--- src/rtl/mouse_marker_drag.sv ---
// ============================================================================
// Module      : mouse_marker_drag
// Description : Mouse drag handler for NUM_MARKERS horizontal level markers
//               sharing one handle column. A left press grabs the hovered
//               marker. While the button is held, the marker follows the
//               clamped cursor Y. A left release commits the new level. A
//               middle click cancels the drag and restores the pre-drag
//               level. A right click on a hovered marker resets it to its
//               default level.
// Ports       : CLK_50MHZ, MASTER_RST (async, active-high)
//               XCOORD/YCOORD   cursor position
//               L/R/M_BUTTON    mouse button levels
//               LEVELS          packed marker levels, marker 0 in LSBs
//               HOVER           one-hot marker under cursor (comb, 0 in drag)
//               DRAGGING/ACTIVE drag status and one-hot dragged marker
//               RELEASE_PULSE   one cycle, drag committed
//               CANCEL_PULSE    one cycle, drag cancelled
// Revision    : 1.0 - initial release
// ============================================================================
`default_nettype none

module mouse_marker_drag #(
  parameter int NUM_MARKERS = 4,
  parameter int COORD_W     = 12,
  parameter int LEVEL_W     = 9,
  parameter int HANDLE_XMIN = 556,
  parameter int HANDLE_XMAX = 558,
  parameter int HIT_TOL     = 1,
  parameter int LEVEL_MIN   = 8,
  parameter int LEVEL_MAX   = 471,
  parameter logic [NUM_MARKERS*LEVEL_W-1:0] DEFAULT_LEVELS =
    {9'd50, 9'd100, 9'd150, 9'd200}
) (
  input  logic                           CLK_50MHZ,
  input  logic                           MASTER_RST,
  input  logic [COORD_W-1:0]             XCOORD,
  input  logic [COORD_W-1:0]             YCOORD,
  input  logic                           L_BUTTON,
  input  logic                           R_BUTTON,
  input  logic                           M_BUTTON,
  output logic [NUM_MARKERS*LEVEL_W-1:0] LEVELS,
  output logic [NUM_MARKERS-1:0]         HOVER,
  output logic                           DRAGGING,
  output logic [NUM_MARKERS-1:0]         ACTIVE,
  output logic                           RELEASE_PULSE,
  output logic                           CANCEL_PULSE
);

  localparam int CW1   = COORD_W + 1;
  localparam int IDX_W = (NUM_MARKERS > 1) ? $clog2(NUM_MARKERS) : 1;

  // Hit-test constants live at COORD_W+1 bits so level+HIT_TOL cannot wrap.
  localparam logic [CW1-1:0]     c_xmin  = CW1'(HANDLE_XMIN);
  localparam logic [CW1-1:0]     c_xmax  = CW1'(HANDLE_XMAX);
  localparam logic [CW1-1:0]     c_tol   = CW1'(HIT_TOL);
  localparam logic [COORD_W-1:0] c_ymin  = COORD_W'(LEVEL_MIN);
  localparam logic [COORD_W-1:0] c_ymax  = COORD_W'(LEVEL_MAX);

  typedef enum logic [0:0] {
    ST_IDLE = 1'b0,
    ST_DRAG = 1'b1
  } state_t;

  state_t                 r_state, w_state_nxt;
  logic [LEVEL_W-1:0]     r_level     [NUM_MARKERS];
  logic [LEVEL_W-1:0]     w_level_nxt [NUM_MARKERS];
  logic [LEVEL_W-1:0]     r_saved, w_saved_nxt;
  logic [IDX_W-1:0]       r_idx, w_idx_nxt;
  logic [NUM_MARKERS-1:0] r_active, w_active_nxt;
  logic                   r_rel, w_rel_nxt;
  logic                   r_can, w_can_nxt;
  logic                   r_l_buf, r_r_buf, r_m_buf;

  logic                   w_l_rise, w_l_fall, w_r_rise, w_m_rise;
  logic [CW1-1:0]         w_x, w_y;
  logic                   w_x_in;
  logic [NUM_MARKERS-1:0] w_hit;
  logic [NUM_MARKERS-1:0] w_hover_raw;
  logic [IDX_W-1:0]       w_hover_idx;
  logic                   w_any;
  logic [LEVEL_W-1:0]     w_clamp;

  assign w_l_rise =  L_BUTTON & ~r_l_buf;
  assign w_l_fall = ~L_BUTTON &  r_l_buf;
  assign w_r_rise =  R_BUTTON & ~r_r_buf;
  assign w_m_rise =  M_BUTTON & ~r_m_buf;

  assign w_x    = {1'b0, XCOORD};
  assign w_y    = {1'b0, YCOORD};
  assign w_x_in = (w_x >= c_xmin) && (w_x <= c_xmax);

  // Per-marker grab window; the lower bound saturates at 0.
  for (genvar g = 0; g < NUM_MARKERS; g++) begin : g_hit
    logic [CW1-1:0] w_lvl, w_lo, w_hi;
    assign w_lvl    = CW1'(r_level[g]);
    assign w_lo     = (w_lvl >= c_tol) ? (w_lvl - c_tol) : '0;
    assign w_hi     = w_lvl + c_tol;
    assign w_hit[g] = (w_lo <= w_y) && (w_y <= w_hi) && w_x_in;
  end

  // Scanning from the top down lets the lowest index win on overlap.
  always_comb begin
    w_hover_raw = '0;
    w_hover_idx = '0;
    for (int i = NUM_MARKERS - 1; i >= 0; i--) begin
      if (w_hit[i]) begin
        w_hover_raw    = '0;
        w_hover_raw[i] = 1'b1;
        w_hover_idx    = IDX_W'(i);
      end
    end
  end
  assign w_any = |w_hit;

  // Clamp at full coordinate width so large Y never truncates into range.
  always_comb begin
    if (YCOORD < c_ymin)      w_clamp = LEVEL_W'(LEVEL_MIN);
    else if (YCOORD > c_ymax) w_clamp = LEVEL_W'(LEVEL_MAX);
    else                      w_clamp = YCOORD[LEVEL_W-1:0];
  end

  always_comb begin
    w_state_nxt  = r_state;
    w_level_nxt  = r_level;
    w_saved_nxt  = r_saved;
    w_idx_nxt    = r_idx;
    w_active_nxt = r_active;
    w_rel_nxt    = 1'b0;
    w_can_nxt    = 1'b0;
    case (r_state)
      ST_IDLE: begin
        if (w_l_rise && w_any) begin
          w_state_nxt  = ST_DRAG;
          w_idx_nxt    = w_hover_idx;
          w_active_nxt = w_hover_raw;
          for (int i = 0; i < NUM_MARKERS; i++)
            if (IDX_W'(i) == w_hover_idx) w_saved_nxt = r_level[i];
        end else if (w_r_rise && w_any) begin
          for (int i = 0; i < NUM_MARKERS; i++)
            if (IDX_W'(i) == w_hover_idx)
              w_level_nxt[i] = DEFAULT_LEVELS[i*LEVEL_W +: LEVEL_W];
        end
      end
      ST_DRAG: begin
        if (w_m_rise) begin
          for (int i = 0; i < NUM_MARKERS; i++)
            if (IDX_W'(i) == r_idx) w_level_nxt[i] = r_saved;
          w_state_nxt  = ST_IDLE;
          w_active_nxt = '0;
          w_can_nxt    = 1'b1;
        end else if (w_l_fall) begin
          w_state_nxt  = ST_IDLE;
          w_active_nxt = '0;
          w_rel_nxt    = 1'b1;
        end else begin
          for (int i = 0; i < NUM_MARKERS; i++)
            if (IDX_W'(i) == r_idx) w_level_nxt[i] = w_clamp;
        end
      end
      default: begin
        w_state_nxt  = ST_IDLE;
        w_active_nxt = '0;
      end
    endcase
  end

  always_ff @(posedge CLK_50MHZ or posedge MASTER_RST) begin
    if (MASTER_RST) begin
      r_state  <= ST_IDLE;
      for (int i = 0; i < NUM_MARKERS; i++)
        r_level[i] <= DEFAULT_LEVELS[i*LEVEL_W +: LEVEL_W];
      r_saved  <= '0;
      r_idx    <= '0;
      r_active <= '0;
      r_rel    <= 1'b0;
      r_can    <= 1'b0;
      r_l_buf  <= 1'b0;
      r_r_buf  <= 1'b0;
      r_m_buf  <= 1'b0;
    end else begin
      r_state  <= w_state_nxt;
      for (int i = 0; i < NUM_MARKERS; i++)
        r_level[i] <= w_level_nxt[i];
      r_saved  <= w_saved_nxt;
      r_idx    <= w_idx_nxt;
      r_active <= w_active_nxt;
      r_rel    <= w_rel_nxt;
      r_can    <= w_can_nxt;
      r_l_buf  <= L_BUTTON;
      r_r_buf  <= R_BUTTON;
      r_m_buf  <= M_BUTTON;
    end
  end

  for (genvar g = 0; g < NUM_MARKERS; g++) begin : g_pack
    assign LEVELS[g*LEVEL_W +: LEVEL_W] = r_level[g];
  end

  assign HOVER         = (r_state == ST_DRAG) ? '0 : w_hover_raw;
  assign DRAGGING      = (r_state == ST_DRAG);
  assign ACTIVE        = r_active;
  assign RELEASE_PULSE = r_rel;
  assign CANCEL_PULSE  = r_can;

endmodule

`default_nettype wire

--- config.mk ---
export PLATFORM = sky130hd
export DESIGN_NAME = mouse_marker_drag
export DESIGN_NICKNAME = d
export VERILOG_FILES = /design/src/rtl/mouse_marker_drag.sv
export SDC_FILE = /design/constraint.sdc
export NUM_CORES = 1
export LEC_CHECK = 0
export CORE_ASPECT_RATIO = 1.75
export CORE_UTILIZATION = 40
export CTS_CLUSTER_SIZE = 25
export DETAILED_ROUTE_END_ITERATION = 7
export PLACE_DENSITY = 0.57
export SLEW_MARGIN = 20
export SYNTH_ARGS = -nofsm -noshare
export SYNTH_HDL_FRONTEND = slang
export SYNTH_SLANG_ARGS = --single-unit
--- constraint.sdc ---
create_clock -name CLK_50MHZ -period 15.12 [get_ports CLK_50MHZ]
set_clock_uncertainty 0.1 [all_clocks]
set_input_delay 3.78 -clock CLK_50MHZ [delete_from_list [all_inputs] [get_ports CLK_50MHZ]]
set_output_delay 3.78 -clock CLK_50MHZ [all_outputs]
set_load 0.05 [all_outputs]
==> metrics.cfg, run 1 <==
[final_layout]
nets=966
utilization=0.487
area_growth_pct=17.8
final_common_cell=ha_1
antenna_cells=0
stdcell_area_um2=7530
final_cell_mix=ha_1 (104), nor2_1 (84), clkdlybuf4s50_1 (75)
stdcell_count=1023
drive_gt1_frac=0.0645

[timing]
setup-tns-final_ps=0
min_period_ps=11800
drv_slew=0
rsz0062_at_grt=false
setup_ws_ps=3320
period_share=0.781
finalHoldViolations=0
setup_viol=0
max_slew_margin=0.300
tightestPinTransition_ps=1040
max_freq_mhz=84.7

[pwr]
p_int_w=0.000315
clock_power_share=0.471
ir_drop_mv=0.0807
switching_share=0.263
pwr-share-comb=0.159
p_per_area_nw_per_um2=56.9
seqPwrFrac=0.370
p_sw_w=0.000113
p_leak_nw=3.26

[logic_synthesis]
yosysSeqAreaShare=0.226
yosysWarnings=0
synth.largest_area_cell=ha_1
synth_top_flop_cell=dfrtp_1
synth_compound_area_frac=0.190
synth-edff-count=0
synthAdderAreaFrac=0.204
synth_top_area_share=0.204
synth_cells=779
synthMuxAreaShare=0.00881
async_flop_share=1.00
syn-num-nets=912
synth-simple-area-share=0.251
synth_cell_types=78
synth_seq_cells=57
synth-xor-area-share=0.0644
netlist_area_um2=6390
netlist_top_cells_area=ha_1 (20%), dfrtp_1 (17%), dfstp_2 (5.3%)
synth_top_family_by_area=simple AND/OR/NAND/NOR gates
syn_avg_cell_area_um2=8.20

[status]
outcome=complete, no violations

[worst_setup_path]
crit_path_max_incr_delay_ps=840
critPathLaunchType=input pin
crit_fanout=17
cp.arrival_ps=7920
path_buf_inv=3
crit_type=input pin to output port
cp_slowest_cell=clkdlybuf4s50_1
end_kind=output port
critPathMostFrequentCell=clkdlybuf4s50_1
cp_cell_sequence=clkdlybuf4s50_1 > inv_1 > ha_1 > nand4_1 > nor2_1 > o31ai_1 > a211oi_2 > or3_1 > nand3_1 > nor3_1 > clkdlybuf4s50_1
crit_family=buffers and inverters
required_ps=11240

[clock_tree]
numCtsBuffers=9
cts_setup_buffers=0
cts_tree=yes
htreeDepth=3
ctsResizeCount=0
cts_hold_buf=0
insertion_delay_ps=330
clk_path_buf_depth=2
clk_pin_slew_worst_paths_ps=50
clock_sinks=57
root_buffer=clkbuf_16

[placed_design]
place_area_um2=7230
gp_congestion=0.947
hpwl_um=18400
placed_cells=1008
post-place-ws_ps=3330
numPortBuffers=75

[route]
num_vias=6247
ant_nets=0
drt_first_pass_iters=8
drt-total-wl_um=22800
wire_per_inst_um=22.3
drtIter0Drc=386
remaining_drc_errors=0
routed_via_density=6.11

[global_routing]
grt_pass1_vias=6285
antenna_found_initial=0
grt.overflow.total=0
grt_max_degree=58
grt_pass1_wl_um=34700
grt_util_all_layers=0.276

[floorplan]
core_area_um2=15500
rows=60
dieArea_um2=16500
start_util=0.413
fp.dieH_um=169
io_pins=76
die_w_um=97.5

[worst_hold_path]
worst_hold_path_type=flop to flop

[job]
maxCapViolCount=0

-- stage by stage --
step / hold WS (ps) / power, W
6_report: 424 / 0.000428
5_1_grt: 463 / 0.000443
4_1_cts: 430 / 0.000430
3_5_place_dp: 421 / 0.000228
3_3_place_gp: 413 / 0.000226
2_1_floorplan: 395 / 0.000199
-- worst reg2reg max path, cell delays in order, from the launching register on --
cell and delay (ps):
dfrtp_1 530, inv_1 290, ha_1 300, or3b_2 490, or2_2 330, nor2_1 300
nor2_1 110, ha_1 330, a21oi_1 180, nand2_1 80, a2111oi_1 460, a211oi_2 240
or3_1 680, o31ai_4 690, mux2_1 380
-- power by group through the flow --
stage               clock (W)  combinational, W  sequential, W
floorplan                   0         0.0000374       0.000162
global placement            0         0.0000658       0.000161
detailed placement          0         0.0000673       0.000161
CTS                  0.000204         0.0000677       0.000158
global route         0.000210         0.0000746       0.000158
finish               0.000202         0.0000679       0.000158
-- kinds of logic (layout without fill, tap and decap cells) --
family	count (synthesis)	in the layout
adder cells (fa/ha/maj)	104	104
buffers and inverters	87	145
multiplexers	5	5
XOR/XNOR	47	47
AND/OR/NAND/NOR	304	304
flip-flops	57	57
AO/OA/AOI/OAI	175	175
-- flip-flops by register name (all words and copies together), names as in the netlist --
register / flops
r_saved: 9
r_r_buf: 1
r_idx: 2
RELEASE_PULSE: 1
LEVELS: 36
r_m_buf: 1
ACTIVE: 4
CANCEL_PULSE: 1
r_l_buf: 1
DRAGGING: 1
-- cells in the mapped netlist (all sizes together) (3+ instances only) --
master   number
o21ai        30
dfstp        13
nor2         85
nand2        46
a22o          9
a311oi        5
a211oi        9
xor2         12
buf           9
nand3        44
a22oi         8
and4          3
o31ai         8
or4           4
ha          104
nor3b         8
o21a          4
nand2b       14
a31oi         9
xnor2        35
or3           5
o2bb2ai       8
nor3         35
dfrtp        44
a21o         11
mux2          5
o22ai         3
inv          50
nand4        13
clkbuf       26
a21oi        45
o31a          4
and3         10
nor2b         7
nand3b        3
and2          3
nor4         14
or2           5
-- layer usage --
metal | global-route usage | up-vias | wire [µm]
li1 | - | 2949 | -
met1 | 0.291 | 2986 | 8340
met2 | 0.520 | 243 | 12100
met3 | 0.0222 | 69 | 939
met4 | 0.179 | 0 | 1420
met5 | 0 | - | 0
-- layout make-up --
cell class,count,area [µm²]
fillers,1540,7940
multi-input cells,635,4590
flip-flops and latches,57,1440
repair buffers,78,773
clock buffers,12,256
well taps,186,233
inverters,52,195
clock inverters,3,40.0
-- path summary, 6_finish.rpt --
check / slack, ps / from / cells past startpoint / end
max: 3320 / YCOORD[5] / 11 / HOVER[3]
min in group asynchronous: 3880 / MASTER_RST / 3 / LEVELS[34]$_DFFE_PP0P_
min: 420 / ACTIVE[0]$_DFFE_PP0P_ / 2 / ACTIVE[0]$_DFFE_PP0P_
max reg2reg: 9530 / LEVELS[9]$_DFFE_PP0P_ / 14 / LEVELS[17]$_DFFE_PP0P_
min reg2reg: 420 / ACTIVE[0]$_DFFE_PP0P_ / 2 / ACTIVE[0]$_DFFE_PP0P_
max in group asynchronous: 10540 / MASTER_RST / 3 / LEVELS[12]$_DFFE_PP0P_
Power figures use the tool's default switching activity.
==> inputs of run 2 (changes only) <==
--- a/config.mk
+++ b/config.mk
@@ -9,7 +9,7 @@
 export CORE_UTILIZATION = 40
 export CTS_CLUSTER_SIZE = 25
 export DETAILED_ROUTE_END_ITERATION = 7
-export PLACE_DENSITY = 0.57
+export PLACE_DENSITY = 0.6
 export SLEW_MARGIN = 20
 export SYNTH_ARGS = -nofsm -noshare
 export SYNTH_HDL_FRONTEND = slang
==> constraint.sdc (replaced) <==
create_clock -name CLK_50MHZ -period 9.91 [get_ports CLK_50MHZ]
set_clock_uncertainty 0.1 [all_clocks]
set_input_delay 2.4775 -clock CLK_50MHZ [delete_from_list [all_inputs] [get_ports CLK_50MHZ]]
set_output_delay 2.4775 -clock CLK_50MHZ [all_outputs]
set_load 0.05 [all_outputs]
==> metrics.cfg, run 2 (same netlist as run 1, synthesis figures left out) <==
[floorplan]
core_area_um2=15500  ; unchanged
fp.dieH_um=169  ; unchanged
io_pins=76  ; unchanged
start_util=0.413  ; unchanged
rows=60  ; unchanged
die_w_um=97.5  ; unchanged
dieArea_um2=16500  ; unchanged

[timing]
setup_viol=0  ; unchanged
finalHoldViolations=0  ; unchanged
period_share=0.911
tightestPinTransition_ps=1040  ; +3.15 ps
drv_slew=0  ; unchanged
setup-tns-final_ps=0  ; unchanged
min_period_ps=9030
max_slew_margin=0.298  ; -0.00212
rsz0062_at_grt=false
hold_ws_ps=426  ; +1.26 ps
max_freq_mhz=111

[route]
drt-total-wl_um=23000  ; +0.94%
wire_per_inst_um=22.2  ; -0.13%
num_vias=6322  ; +1.2%
drt_first_pass_iters=5  ; -3
remaining_drc_errors=0  ; unchanged
routed_via_density=6.11  ; +0.12%
ant_nets=0  ; unchanged
drtIter0Drc=365  ; -5.4%

[clock_tree]
clk_pin_slew_worst_paths_ps=50  ; about the same
cts_setup_buffers=0  ; unchanged
htreeDepth=3  ; unchanged
ctsResizeCount=0  ; unchanged
insertion_delay_ps=330  ; about the same
numCtsBuffers=9  ; unchanged
root_buffer=clkbuf_16
clock_sinks=57  ; unchanged
cts_tree=yes
cts_hold_buf=0  ; unchanged
clk_path_buf_depth=2  ; unchanged

[global_routing]
grt.overflow.total=0  ; unchanged
grt_util_all_layers=0.281  ; +0.00465
grt_pass1_wl_um=35500  ; +2.1%
antenna_found_initial=0  ; unchanged
grt_util_met3=0.0284  ; +0.00618
use_met2=0.527  ; +0.00638
grt.busiest_layer=met2
grt_pass1_vias=6340  ; +0.88%
grt_util_met1=0.295  ; +0.00476
grt_max_degree=58  ; unchanged

[worst_hold_path]
worst_hold_path_type=flop to flop
min_from=ACTIVE[0]$_DFFE_PP0P_
holdPathStages=2  ; unchanged

[worst_setup_path]
cp_cell_sequence=clkdlybuf4s50_1 > inv_1 > ha_1 > nand3_1 > nand2_1 > a2111oi_1 > a211oi_2 > or3_1 > nor3_1 > clkdlybuf4s50_1
reg2regPathDepth=14  ; unchanged
cp.arrival_ps=6450  ; -1470 ps
crit_fanout=17  ; unchanged
crit_type=input pin to output port
critPathMostFrequentCell=clkdlybuf4s50_1
r2r_start=LEVELS[9]$_DFFE_PP0P_
end_kind=output port
crit_path_max_incr_delay_ps=830  ; about the same
cp_slowest_cell=clkdlybuf4s50_1
critPathLaunchType=input pin
cp-startpoint=YCOORD[6]
required_ps=7330  ; -3910 ps

[final_layout]
largest_reg_flops=36  ; unchanged
nets=976  ; +1.0%
area_growth_pct=19.1
final_common_cell=ha_1
antenna_cells=0  ; unchanged
num-fill-cells=1514  ; -1.7%
drive_gt1_frac=0.0778  ; +0.0133
final_cell_mix=ha_1 (104), nor2_1 (84), clkdlybuf4s50_1 (75)

[status]
outcome=complete, no violations

[placed_design]
gp_congestion=0.958  ; +1.2%
numPortBuffers=75  ; unchanged
hpwl_um=18200  ; -0.62%

[job]
maxCapViolCount=0  ; unchanged

[pwr]
p_per_area_nw_per_um2=86.5  ; +52%
ir_drop_mv=0.108  ; +34%
p_leak_nw=3.30  ; +1.2%

## run 2: worst max-delay path: cells and delay by family
family	cells	cell delay (ps)
compound gates	2	790
fa+ha+maj	1	360
buf+inv	3	1750
simple gates	4	1070
## run 2: metal layers
metal,part of all wire,vias to the layer above
li1,-,2971
met1,0.36,3014
met2,0.53,251
met3,0.044,86
met4,0.067,0
met5,0,-
## run 2: cell type report
cell class / instances / area [µm²] / share of cell area
Sequential cell: 57 / 1440 / 0.190
Clock buffer: 9 / 225 / 0.0296
Tap cell: 186 / 233 / 0.0306
Clock inverter: 7 / 78.8 / 0.0104
Inverter: 52 / 195 / 0.0256
Multi-Input combinational cell: 635 / 4590 / 0.603
Timing Repair Buffer: 88 / 848 / 0.111
## run 2: where the power goes
group | internal, W | leakage (nW) | switching (W)
Clock | 0.000196 | 0.138 | 0.000113
Sequential | 0.000236 | 0.727 | 0.00000546
Combinational | 0.0000418 | 2.44 | 0.0000656
Total | 0.000473 | 3.30 | 0.000184
## run 2: stage by stage
| step | cell area, µm² | worst slack, ps | instances | total power [W] | utilization |
|---|---|---|---|---|---|
| 3_5_place_dp | 7310 | 960 | 1018 | 0.000351 | 0.472 |
| 5_1_grt | 7610 | 601 | 1034 | 0.000683 | 0.492 |
| 3_3_place_gp | 7310 | 1050 | 1018 | 0.000349 | 0.472 |
| 2_1_floorplan | 6390 | 1840 | 779 | 0.000304 | - |
| 4_1_cts | 7610 | 933 | 1034 | 0.000661 | 0.492 |
| 6_report | 7610 | 884 | 1034 | 0.000658 | 0.492 |
## run 2: path summary, 6_finish.rpt
path	to	slack, ps
setup / recovery	HOVER[1]	880
hold / removal	ACTIVE[0]$_DFFE_PP0P_	430
setup reg to reg	LEVELS[14]$_DFFE_PP0P_	4180
hold reg to reg	ACTIVE[0]$_DFFE_PP0P_	430
max in group asynchronous	ACTIVE[1]$_DFFE_PP0P_	6650
min in group asynchronous	LEVELS[33]$_DFFE_PP0P_	2560
==> inputs of run 3 (changes only) <==
--- a/config.mk
+++ b/config.mk
@@ -9,6 +9,7 @@
 export CORE_UTILIZATION = 40
 export CTS_CLUSTER_SIZE = 25
 export DETAILED_ROUTE_END_ITERATION = 7
+export HOLD_SLACK_MARGIN = 0.12
 export PLACE_DENSITY = 0.6
 export SLEW_MARGIN = 20
 export SYNTH_ARGS = -nofsm -noshare
==> results of run 3 <==
The final DEF is identical to that of run 2; final timing and power are the same.
